`config.mk`:
```
export PLATFORM = sky130hd
export DESIGN_NAME = c5_mem_arbiter_flat
export DESIGN_NICKNAME = d
export VERILOG_FILES = /design/src/rtl/c5_mem_arbiter_pkg.sv /design/src/rtl/c5_mem_arbiter_if.sv /design/src/rtl/c5_arb_wait_cnt.sv /design/src/rtl/c5_mem_arbiter.sv /design/src/flat_wrapper.sv
export SDC_FILE = /design/constraint.sdc
export NUM_CORES = 1
export LEC_CHECK = 0
export BUFFER_PORTS_ARGS = -buffer_cell sky130_fd_sc_hd__buf_4
export CAP_MARGIN = 20
export CORE_AREA = 5 5 114 116
export DETAILED_ROUTE_END_ITERATION = 7
export DIE_AREA = 0 0 119 121
export PLACE_DENSITY = 0.57
export SLEW_MARGIN = 0
export SYNTH_ARGS = -nofsm -noshare
export SYNTH_HDL_FRONTEND = slang
export SYNTH_SLANG_ARGS = --single-unit
```
`constraint.sdc`:
```
create_clock -name I_clk -period 5.22 [get_ports I_clk]
set_input_delay 0.522 -clock I_clk [delete_from_list [all_inputs] [get_ports I_clk]]
set_output_delay 0.522 -clock I_clk [all_outputs]
set_load 0.02 [all_outputs]
```
`src/rtl/c5_mem_arbiter_pkg.sv`:
```
// c5 memory arbiter shared types and constants.
// Owner encoding, address width, default starvation bound.
package c5_pkg;

  typedef enum logic {
    OWN_CPU = 1'b0,
    OWN_DMA = 1'b1
  } owner_e;

  localparam int C5_WADDR_W    = 30;
  localparam int C5_STARVE_DEF = 4;
  localparam int C5_CNT_W      = 4;

  localparam logic [C5_CNT_W-1:0] C5_CNT_MAX = 4'hF;

endpackage

```
`src/rtl/c5_mem_arbiter_if.sv`:
```
// Bus bundle between c5_cpu, the DMA master and the RAM.
// master: arbiter view; slave: environment (cpu/dma/ram) view.
interface c5_mem_arbiter_if;
  import c5_pkg::*;

  logic [C5_WADDR_W-1:0] I_cpu_address_next;
  logic [3:0]            I_cpu_byte_we_next;
  logic [31:0]           I_cpu_data_w;
  logic [31:0]           O_cpu_data_r;
  logic                  O_cpu_pause;

  logic                  I_dma_req;
  logic [C5_WADDR_W-1:0] I_dma_addr;
  logic [3:0]            I_dma_we;
  logic [31:0]           I_dma_wdata;
  logic                  O_dma_ack;
  logic                  O_dma_rvalid;
  logic [31:0]           O_dma_rdata;

  logic [C5_WADDR_W-1:0] O_ram_addr;
  logic [3:0]            O_ram_we;
  logic [31:0]           O_ram_wdata;
  logic [31:0]           I_ram_rdata;
  logic                  I_ram_wait;

  modport master (
    input  I_cpu_address_next,
    input  I_cpu_byte_we_next,
    input  I_cpu_data_w,
    output O_cpu_data_r,
    output O_cpu_pause,
    input  I_dma_req,
    input  I_dma_addr,
    input  I_dma_we,
    input  I_dma_wdata,
    output O_dma_ack,
    output O_dma_rvalid,
    output O_dma_rdata,
    output O_ram_addr,
    output O_ram_we,
    output O_ram_wdata,
    input  I_ram_rdata,
    input  I_ram_wait
  );

  modport slave (
    output I_cpu_address_next,
    output I_cpu_byte_we_next,
    output I_cpu_data_w,
    input  O_cpu_data_r,
    input  O_cpu_pause,
    output I_dma_req,
    output I_dma_addr,
    output I_dma_we,
    output I_dma_wdata,
    input  O_dma_ack,
    input  O_dma_rvalid,
    input  O_dma_rdata,
    input  O_ram_addr,
    input  O_ram_we,
    input  O_ram_wdata,
    output I_ram_rdata,
    output I_ram_wait
  );

endinterface

```
`src/rtl/c5_arb_wait_cnt.sv`:
```
// Saturating DMA wait counter; clear beats hold beats increment.
// Ports: I_clk, I_rst, I_clr, I_hold, I_inc -> O_due (cnt >= STARVE_MAX).
module c5_arb_wait_cnt
  import c5_pkg::*;
#(
  parameter int STARVE_MAX = C5_STARVE_DEF
) (
  input  logic I_clk,
  input  logic I_rst,
  input  logic I_clr,
  input  logic I_hold,
  input  logic I_inc,
  output logic O_due
);

  localparam logic [C5_CNT_W:0] LIM = (C5_CNT_W + 1)'(STARVE_MAX);

  logic [C5_CNT_W-1:0] cnt;

  always_ff @(posedge I_clk or posedge I_rst) begin
    if (I_rst) begin
      cnt <= '0;
    end else if (I_clr) begin
      cnt <= '0;
    end else if (I_inc && !I_hold && cnt != C5_CNT_MAX) begin
      cnt <= cnt + 1'b1;
    end
  end

  // cnt + 1 > LIM is cnt >= LIM, and stays a live compare for LIM == 0
  assign O_due = ({1'b0, cnt} + 1'b1) > LIM;

endmodule

```
`src/rtl/c5_mem_arbiter.sv`:
```
// Shares the single-port SoC RAM between c5_cpu and a DMA master.
// Ports: I_clk, I_rst, bus (cpu / dma / ram signals, master view).
module c5_mem_arbiter
  import c5_pkg::*;
#(
  parameter int STARVE_MAX = C5_STARVE_DEF
) (
  input logic            I_clk,
  input logic            I_rst,
  c5_mem_arbiter_if.master bus
);

  owner_e owner;
  owner_e rd_owner;
  logic   due;
  logic   ack;
  logic   rd_dma_read;

  always_comb begin
    owner = OWN_CPU;
    if (bus.I_dma_req && due) owner = OWN_DMA;
  end

  always_comb begin
    bus.O_ram_addr  = bus.I_cpu_address_next;
    bus.O_ram_we    = bus.I_cpu_byte_we_next;
    bus.O_ram_wdata = bus.I_cpu_data_w;
    if (owner == OWN_DMA) begin
      bus.O_ram_addr  = bus.I_dma_addr;
      bus.O_ram_we    = bus.I_dma_we;
      bus.O_ram_wdata = bus.I_dma_wdata;
    end
  end

  assign ack             = (owner == OWN_DMA) & ~bus.I_ram_wait;
  assign bus.O_dma_ack   = ack;
  assign bus.O_cpu_pause = (owner == OWN_DMA) | bus.I_ram_wait;

  c5_arb_wait_cnt #(
    .STARVE_MAX(STARVE_MAX)
  ) u_wait_cnt (
    .I_clk (I_clk),
    .I_rst (I_rst),
    .I_clr (ack | ~bus.I_dma_req),
    .I_hold(bus.I_ram_wait),
    .I_inc (bus.I_dma_req),
    .O_due (due)
  );

  // A stalled slot is not accepted, so the owner of the
  // pending read only moves on accepted cycles.
  always_ff @(posedge I_clk or posedge I_rst) begin
    if (I_rst) begin
      rd_owner    <= OWN_CPU;
      rd_dma_read <= 1'b0;
    end else begin
      rd_dma_read <= ack & ~|bus.I_dma_we;
      if (!bus.I_ram_wait) rd_owner <= owner;
    end
  end

  assign bus.O_dma_rvalid = rd_dma_read & (rd_owner == OWN_DMA);
  assign bus.O_dma_rdata  = bus.I_ram_rdata;
  assign bus.O_cpu_data_r = bus.I_ram_rdata;

endmodule

```
`src/flat_wrapper.sv`:
```
// flat-port wrapper written by rule: the top's interface ports become plain ports
module c5_mem_arbiter_flat import c5_pkg::*;
#(
  parameter int STARVE_MAX = C5_STARVE_DEF
)
  (I_clk, I_rst, bus_I_cpu_address_next, bus_I_cpu_byte_we_next, bus_I_cpu_data_w, bus_O_cpu_data_r, bus_O_cpu_pause, bus_I_dma_req, bus_I_dma_addr, bus_I_dma_we, bus_I_dma_wdata, bus_O_dma_ack, bus_O_dma_rvalid, bus_O_dma_rdata, bus_O_ram_addr, bus_O_ram_we, bus_O_ram_wdata, bus_I_ram_rdata, bus_I_ram_wait);
  c5_mem_arbiter_if bus_i ();
  input logic I_clk;
  input logic I_rst;
  input wire logic [$bits(bus_i.I_cpu_address_next)-1:0] bus_I_cpu_address_next;
  input wire logic [$bits(bus_i.I_cpu_byte_we_next)-1:0] bus_I_cpu_byte_we_next;
  input wire logic [$bits(bus_i.I_cpu_data_w)-1:0] bus_I_cpu_data_w;
  output wire logic [$bits(bus_i.O_cpu_data_r)-1:0] bus_O_cpu_data_r;
  output wire logic [$bits(bus_i.O_cpu_pause)-1:0] bus_O_cpu_pause;
  input wire logic [$bits(bus_i.I_dma_req)-1:0] bus_I_dma_req;
  input wire logic [$bits(bus_i.I_dma_addr)-1:0] bus_I_dma_addr;
  input wire logic [$bits(bus_i.I_dma_we)-1:0] bus_I_dma_we;
  input wire logic [$bits(bus_i.I_dma_wdata)-1:0] bus_I_dma_wdata;
  output wire logic [$bits(bus_i.O_dma_ack)-1:0] bus_O_dma_ack;
  output wire logic [$bits(bus_i.O_dma_rvalid)-1:0] bus_O_dma_rvalid;
  output wire logic [$bits(bus_i.O_dma_rdata)-1:0] bus_O_dma_rdata;
  output wire logic [$bits(bus_i.O_ram_addr)-1:0] bus_O_ram_addr;
  output wire logic [$bits(bus_i.O_ram_we)-1:0] bus_O_ram_we;
  output wire logic [$bits(bus_i.O_ram_wdata)-1:0] bus_O_ram_wdata;
  input wire logic [$bits(bus_i.I_ram_rdata)-1:0] bus_I_ram_rdata;
  input wire logic [$bits(bus_i.I_ram_wait)-1:0] bus_I_ram_wait;
  assign bus_i.I_cpu_address_next = bus_I_cpu_address_next;
  assign bus_i.I_cpu_byte_we_next = bus_I_cpu_byte_we_next;
  assign bus_i.I_cpu_data_w = bus_I_cpu_data_w;
  assign bus_O_cpu_data_r = bus_i.O_cpu_data_r;
  assign bus_O_cpu_pause = bus_i.O_cpu_pause;
  assign bus_i.I_dma_req = bus_I_dma_req;
  assign bus_i.I_dma_addr = bus_I_dma_addr;
  assign bus_i.I_dma_we = bus_I_dma_we;
  assign bus_i.I_dma_wdata = bus_I_dma_wdata;
  assign bus_O_dma_ack = bus_i.O_dma_ack;
  assign bus_O_dma_rvalid = bus_i.O_dma_rvalid;
  assign bus_O_dma_rdata = bus_i.O_dma_rdata;
  assign bus_O_ram_addr = bus_i.O_ram_addr;
  assign bus_O_ram_we = bus_i.O_ram_we;
  assign bus_O_ram_wdata = bus_i.O_ram_wdata;
  assign bus_i.I_ram_rdata = bus_I_ram_rdata;
  assign bus_i.I_ram_wait = bus_I_ram_wait;
  c5_mem_arbiter #(.STARVE_MAX(STARVE_MAX)) u_core (.I_clk(I_clk), .I_rst(I_rst), .bus(bus_i));
endmodule
```
# Yosys cells after proc, flatten, opt, wreduce, memory -nomap -nowiden
# Cells that the tools add are included.
[totals] register_bits=6 out_inout_bits=133 rom_bits=0 latch_bits=0 ramBits=0 input_bits=168 n_memories=0
[op_classes] muxes=6 order_cmp=1 n_reduce_logical=7 bitwise_logic=7 n_shift=0 add_sub_neg=2 mul=0 div=0 eq_ne=1
[ops] cell="$mux 32" n=1
[ops] cell="$mux 30" n=1
[ops] cell="$mux 4" n=3
[ops] cell="$add 4x1->5 const B" n=1
[ops] cell="$gt 5x3->1 const B" n=1
[ops] cell="$add 4x1->4 const B" n=1
[ops] cell="$ne 4x4->1 const B" n=1
[ops] cell="$reduce_or 4->1" n=1
[ops] cell="$and 1x1->1" n=3
[ops] cell="$logic_and 1x1->1" n=3
[ops] cell="$logic_not 1->1" n=2
[ops] cell="$not 1->1" n=2
[ops] cell="$or 1x1->1" n=2
[ops] cell="$reduce_bool 2->1" n=1
[ops] cell="$mux 1" n=1

# Depth between registers and ports, before layout
# Gate-level depths: netlist of the first run.
[logic_depth] depth_word=7 depth_mapped=7 mapped_depth_nobuf=5

# By module
# A second synthesis of the first run with hierarchy kept.
[hier_totals] hier_cells=181 hier_area_um2=1720.4
[modules_own_cells] mod="c5_mem_arbiter" area_per_inst_um2=1418.9 instances=1 cells_per_inst=150 seq_area_each_um2=50.0
[modules_own_cells] mod="c5_arb_wait_cnt" area_per_inst_um2=301.5 instances=1 cells_per_inst=31 seq_area_each_um2=100.1

# Worst setup path before layout of the first run
# Ideal clock, no wire load.
[synth_path] kind="register to output" from="register u_core.u_wait_cnt.cnt[0]" to="output bus_O_ram_addr[10]" arrival_ns=1.889 path_stages_with_launch=8 required_ns=4.698 setup_slack_ns=2.809 n_path_buf=2 path_cell_list="dfrtp_1 > ha_1 > nor2b_1 > o32ai_2 > a211oi_4 > buf_6 > buf_6 > mux2_1"
[synth_via] elab_chain_len=5
[synth_rtl] element="start, declared" line="c5_arb_wait_cnt.sv:18" source="logic [C5_CNT_W-1:0] cnt;"
[synth_rtl] element="start signal, assigned" line="c5_arb_wait_cnt.sv:26" source="cnt <= cnt + 1'b1;"
[synth_rtl] element="$add 4x1->5" line="c5_arb_wait_cnt.sv:31" source="assign O_due = ({1'b0, cnt} + 1'b1) > LIM;"
[synth_rtl] element="$gt 5x3->1" line="c5_arb_wait_cnt.sv:31"
[synth_rtl] element="$logic_and 1x1->1" line="c5_mem_arbiter.sv:21" source="if (bus.I_dma_req && due) owner = OWN_DMA;"
[synth_rtl] element="$mux 1" line="c5_mem_arbiter.sv:21"
[synth_rtl] element="$mux 30" line="c5_mem_arbiter.sv:28" source="if (owner == OWN_DMA) begin"
[synth_rtl] element="end, declared" line="flat_wrapper.sv:22" source="output wire logic [$bits(bus_i.O_ram_addr)-1:0] bus_O_ram_addr;"
# Every way passes these cells.

# Worst setup path in the final report of the first run
[layout_path] from="register u_core.u_wait_cnt.cnt[0]" to="output bus_O_ram_addr[26]"
# Same word-level chain as after synthesis.

==> impl_metrics.ini, run 1 <==
[yosys]
yosysTopAreaCellShare_pct = 32.92
syn_nets = 347
ys_seq_area_share_pct = 8.778
synth_warnings = 0
avgSynthCellArea_um2 = 9.663
synthesis.area_um2 = 1710
synth_area_leaders = mux2_2 33%, buf_4 30%, mux2_1 12%
yosysUniqueCellTypes = 29
yosysTopAreaCell = mux2_2
synthCells = 177
ys_ff_latch = 6

[sta]
slew_headroom_pct = 43.69
finalSetupTns_ps = 0
worst-slew-pin-transition_ps = 844.6
final.setup.worst_slack_ps = 2033
setup_viol = 0
hold_violations = 0
drv_slew = 0
clock.fmax_ghz = 0.3138
grt_setup_unrepaired = false
fin_crit_ps = 3187
layout_worst_path_cycle_share_pct = 61.05
skew_ps = 0.7588

[floorplanning]
initial_core_util_pct = 14.48
die_w_um = 119
die_h_um = 121
die_area_um2 = 14400
io_pins = 301
fp.coreArea_um2 = 11810
num_rows = 40

[power_and_ir_drop]
power_density_nw_per_um2 = 133.7
p_leak_uw = 0.001460
ir_drop_mv = 0.06042

[layout]
antenna_cells = 0
final_nets = 484
postLayoutCellArea_um2 = 2955
area_growth_pct = 72.79
drive_gt1_share_pct = 84.29

[route]
drtAntennaViolNets = 0
vias_per_cell = 3.734
drc = 0
vias = 1714
drt-total-wl_um = 6695
dr.pass1.iters = 4
routedWlPerCell_um = 14.59
drtIter0Drc = 36

[place]
gp_congestion = 0.7509
dp_hpwl_um = 5890
preCtsSetupSlack_ps = 2233
portBuffers = 204
placed_cell_area_um2 = 2880

[clock_tree]
numCtsBuffers = 3
cts_hold_buf = 0
post_cts_resized = 0
clk-insertion-delay-late_ps = 220
cts-root-buf = clkbuf_16
cts_max_path_buffers = 2
ctsHtreeMaxLevel = 1
cts_sinks = 6
post_cts_buffers = 0
cts_tree = done
path_clk_slew_ps = 30

[critical_path]
start_kind = flop
required_ps = 4700
crit_arrival_ps = 2670
worst_setup_path_end_kind = output pin
crit_fanout = 68
worstSetupPathType = reg2out

[grt]
grtUsageTotal_pct = 8.358
grt_overflow = 0
antenna_found_initial = 0
grt_pass1_vias = 1899
grt_max_degree = 69
grt_pass1_wl_um = 9749

[min_path]
holdCritPathClass = in2async

[outcome]
status = finished, final reports clean

[flow_run]
drv_cap = 0
==> cell type report <==
type                       instances  area (um^2)
timing repair buffer             205         1539
tap                              147        183.9
clock buffer                       3        75.07
multi-input combinational         95        996.0
fill                            1296         8856
sequential                         6        150.1
inverter                           3        11.26
==> synth_stat cells <==
cell type	count
mux2_2	50
nor2b_1	1
or4_1	1
ha_1	2
o32ai_2	1
nor4_1	2
xor2_1	1
a21oi_1	2
mux2_1	18
buf_6	3
nand3_1	1
buf_2	1
o211ai_1	1
a21o_1	1
mux2i_2	1
or2_2	1
o211a_1	3
inv_1	3
and2_2	1
nor3_1	1
a31oi_1	1
a211oi_4	1
buf_4	68
nand3b_1	1
nand2b_1	2
and2_1	1
clkbuf_1	1
dfrtp_1	6
xnor2_1	1
==> cells by family (layout without fill, tap and decap cells) <==
group	after synthesis	after routing	synth area share (%)
buffers and inverters	76	211	32.99
multiplexers	69	69	45.57
AND/OR/NAND/NOR	12	12	4.463
AO/OA/AOI/OAI	10	10	5.707
flip-flops	6	6	8.778
adder cells (fa/ha/maj)	2	2	1.463
XOR/XNOR	2	2	1.024
==> sequential cells by signal, indices dropped and copies added, names as in the netlist <==
signal                 count
u_core.u_wait_cnt.cnt      4
u_core.rd_dma_read         1
u_core.rd_owner            1
==> layout by cell type, fill, tap and decap left out, types with 2 or more instances in the layout <==
master	instances
nand2b_1	2
ha_1	2
dfrtp_1	6
a21oi_1	2
mux2_1	18
buf_4	205
inv_1	3
nor4_1	2
mux2_2	50
o211a_1	3
clkbuf_16	3
==> metrics by stage <==
| step | hold slack, ps | instances | total power (uW) | util (%) |
|---|---|---|---|---|
| 2_1_floorplan | 313.0 | 177 | 213.2 | - |
| 3_3_place_gp | 456.6 | 456 | 274.7 | 24.39 |
| 3_5_place_dp | 458.3 | 456 | 276.7 | 24.39 |
| 4_1_cts | 220.3 | 459 | 402.3 | 25.02 |
| 5_1_grt | 240.6 | 459 | 416.9 | 25.02 |
| 6_report | 214.8 | 459 | 395.3 | 25.02 |
==> layer usage <==
| metal | vias to the layer above | part of all wire, % | GRT usage (%) |
|---|---|---|---|
| li1 | 825 | - | - |
| met1 | 779 | 33 | 8.612 |
| met2 | 88 | 56 | 15.51 |
| met3 | 22 | 8.4 | 2.051 |
| met4 | 0 | 3.2 | 4.490 |
| met5 | - | 0 | 0 |
==> power breakdown <==
part	switching, uW	internal (uW)	leakage (uW)
Clock	23.1	98.0	0.0000370
Combinational	91.0	133	0.00134
Sequential	1.77	48.6	0.0000824
Total	116	279	0.00146
==> final timing paths <==
kind                                           from  slack [ps]  cells after the start                        to
hold reg to reg                     u_core.rd_owner         490                      1           u_core.rd_owner
hold / removal                                I_rst         210                      2  u_core.u_wait_cnt.cnt[3]
setup / recovery           u_core.u_wait_cnt.cnt[0]        2030                      7        bus_O_ram_addr[26]
setup reg to reg           u_core.u_wait_cnt.cnt[0]        3040                      6           u_core.rd_owner
min in group I_clk                  u_core.rd_owner         490                      1           u_core.rd_owner
max in group asynchronous                     I_rst        4810                      2  u_core.u_wait_cnt.cnt[2]
==> critical path, cell delays in order (launching register included) <==
cell and delay [ps]:
dfrtp_1 380, ha_1 240, nor2b_1 170, o32ai_2 120, a211oi_4 220, buf_4 680, mux2_2 420, buf_4 160
(Power assumes the default switching activity.)
==> run 2, diff against run 1 <==
Settings changed: PLACE_DENSITY 0.57 to 0.59.
Clock period 5.22 ns to 2.6 ns, I/O delays scaled along.
==> impl_metrics.ini, run 2 (same netlist as run 1, synthesis figures left out) <==
[sta]
fin_crit_ps = 2541
drv_slew = 0
hold_violations = 0
clock.fmax_ghz = 0.3936
slew_headroom_pct = 72.91
grt_setup_unrepaired = true
worst-slew-pin-transition_ps = 406.4
setup_viol = 0
skew_ps = 2.957
finalSetupTns_ps = 0
layout_worst_path_cycle_share_pct = 97.71

[route]
vias_per_cell = 3.737
routedWlPerCell_um = 15.35
top_layer_used = met4
vias = 1734
drtAntennaViolNets = 0
route.met2.wl_um = 3682
drt-total-wl_um = 7124
route.met3.wl_um = 638
met1Wirelength_um = 2606
drtIter0Drc = 30
drc = 0
dr.pass1.iters = 4

[place]
gp_congestion = 0.8374
dp_hpwl_um = 6139
place_inst = 457
portBuffers = 204

[min_path]
min_from = bus_I_ram_wait
holdCritPathClass = in2reg

[critical_path]
start_kind = flop
r2r-start = u_core.u_wait_cnt.cnt[1]
crit_arrival_ps = 2280
cp-startpoint = u_core.u_wait_cnt.cnt[0]
crit_fanout = 19
worst_setup_path_end_kind = output pin
required_ps = 2340
worstSetupPathType = reg2out

[layout]
largest_reg_flops = 4
finalCoreUtilization_pct = 25.91
reg.largest.list = u_core.u_wait_cnt.cnt (4), u_core.rd_dma_read (1), u_core.rd_owner (1)
final_common_cell = buf_4
area_growth_pct = 78.93
drive_gt1_share_pct = 85.49
largest_register = u_core.u_wait_cnt.cnt
final_cells = 464
final_cell_mix = 205 x buf_4, 50 x mux2_2, 18 x mux2_1
final_nets = 489
antenna_cells = 0

[floorplanning]
die_area_um2 = 14400
initial_core_util_pct = 14.48
num_rows = 40
fp.coreArea_um2 = 11810
die_w_um = 119
io_pins = 301
die_h_um = 121

[clock_tree]
clk-insertion-delay-late_ps = 230
numCtsBuffers = 3
cts_sinks = 6
cts-root-buf = clkbuf_16
ctsHtreeMaxLevel = 1
cts_max_path_buffers = 2
cts_tree = done
path_clk_slew_ps = 30

[grt]
grt_overflow = 0
grtUsageTotal_pct = 8.436
grt_pass1_wl_um = 9770
grt_pass1_vias = 1873
grt_max_degree = 38
antenna_found_initial = 0

[outcome]
status = finished, final reports clean

[power_and_ir_drop]
p_leak_uw = 0.001491
ir_drop_mv = 0.1301
power_density_nw_per_um2 = 267.1

[flow_run]
drv_cap = 0
-- run 2: cell count changes in the layout (fill, tap and decap cells not counted) --
| cell | previous run | this run |
|---|---|---|
| ha_2 | 0 | 1 |
| buf_6 | 0 | 1 |
| nor2b_1 | 1 | 0 |
| dfrtp_1 | 6 | 5 |
| dfrtp_2 | 0 | 1 |
| ha_4 | 0 | 1 |
| clkbuf_16 | 3 | 4 |
| buf_12 | 0 | 2 |
| dlygate4sd3_1 | 0 | 1 |
| ha_1 | 2 | 0 |
| nor2b_2 | 0 | 1 |
-- run 2: worst paths after layout --
check / to / slack [ps] / cells past startpoint
max in group asynchronous: u_core.u_wait_cnt.cnt[0] / 1870 / 3
min reg2reg: u_core.rd_owner / 490 / 1
max: bus_O_ram_addr[8] / 60 / 8
min: u_core.rd_dma_read / 290 / 2
min in group asynchronous: u_core.u_wait_cnt.cnt[1] / 520 / 3
max reg2reg: u_core.rd_owner / 660 / 7
-- run 2: final cells by class --
cell class                      count  area, um^2
Sequential cell                     6       151.4
Fill cell                        1240        8751
Timing Repair Buffer              210        1625
Clock buffer                        3       75.07
Multi-Input combinational cell     95        1013
Tap cell                          147       183.9
Inverter                            3       11.26
-- run 2: timing repair --
item,CTS,global route
setup buffers,0,2
hold endpoints to repair,6,0
hold buffers,1,0
setup endpoints to repair,0,66
gates resized for setup,0,6
-- run 2: routing by layer --
| layer | track usage [%] | vias to the layer above |
|---|---|---|
| met5 | 0 | - |
| li1 | - | 832 |
| met1 | 9.679 | 789 |
| met2 | 14.38 | 93 |
| met3 | 2.704 | 20 |
| met4 | 3.621 | 0 |
-- run 2: power breakdown --
group	switching, uW	total (uW)	internal [uW]	leakage (uW)
clock network	52.5	250	197	0.0000370
logic	190	464	274	0.00137
registers	5.16	103	98.0	0.0000810
total	248	817	570	0.00149
-- run 2: through the flow --
stage / total power (uW) / worst slack, ps / cell area, um^2 / hold slack [ps]
2_1_floorplan: 428.1 / 450.9 / 1710 / 50.96
3_3_place_gp: 559.7 / 305.6 / 2913 / 198.8
3_5_place_dp: 562.6 / 269.1 / 2913 / 203.4
4_1_cts: 820.7 / 21.35 / 2998 / 288.4
5_1_grt: 864.3 / -31.87 / 3060 / 299.6
6_report: 817.5 / 59.45 / 3060 / 290.2
-- run 2: worst max-delay path, stage by stage (launching register included) --
cell and delay, ps:
dfrtp_2 430, ha_2 220, nand2b_1 110, o32ai_2 130
a211oi_4 300, buf_6 160, buf_12 160, mux2_1 350
buf_4 170
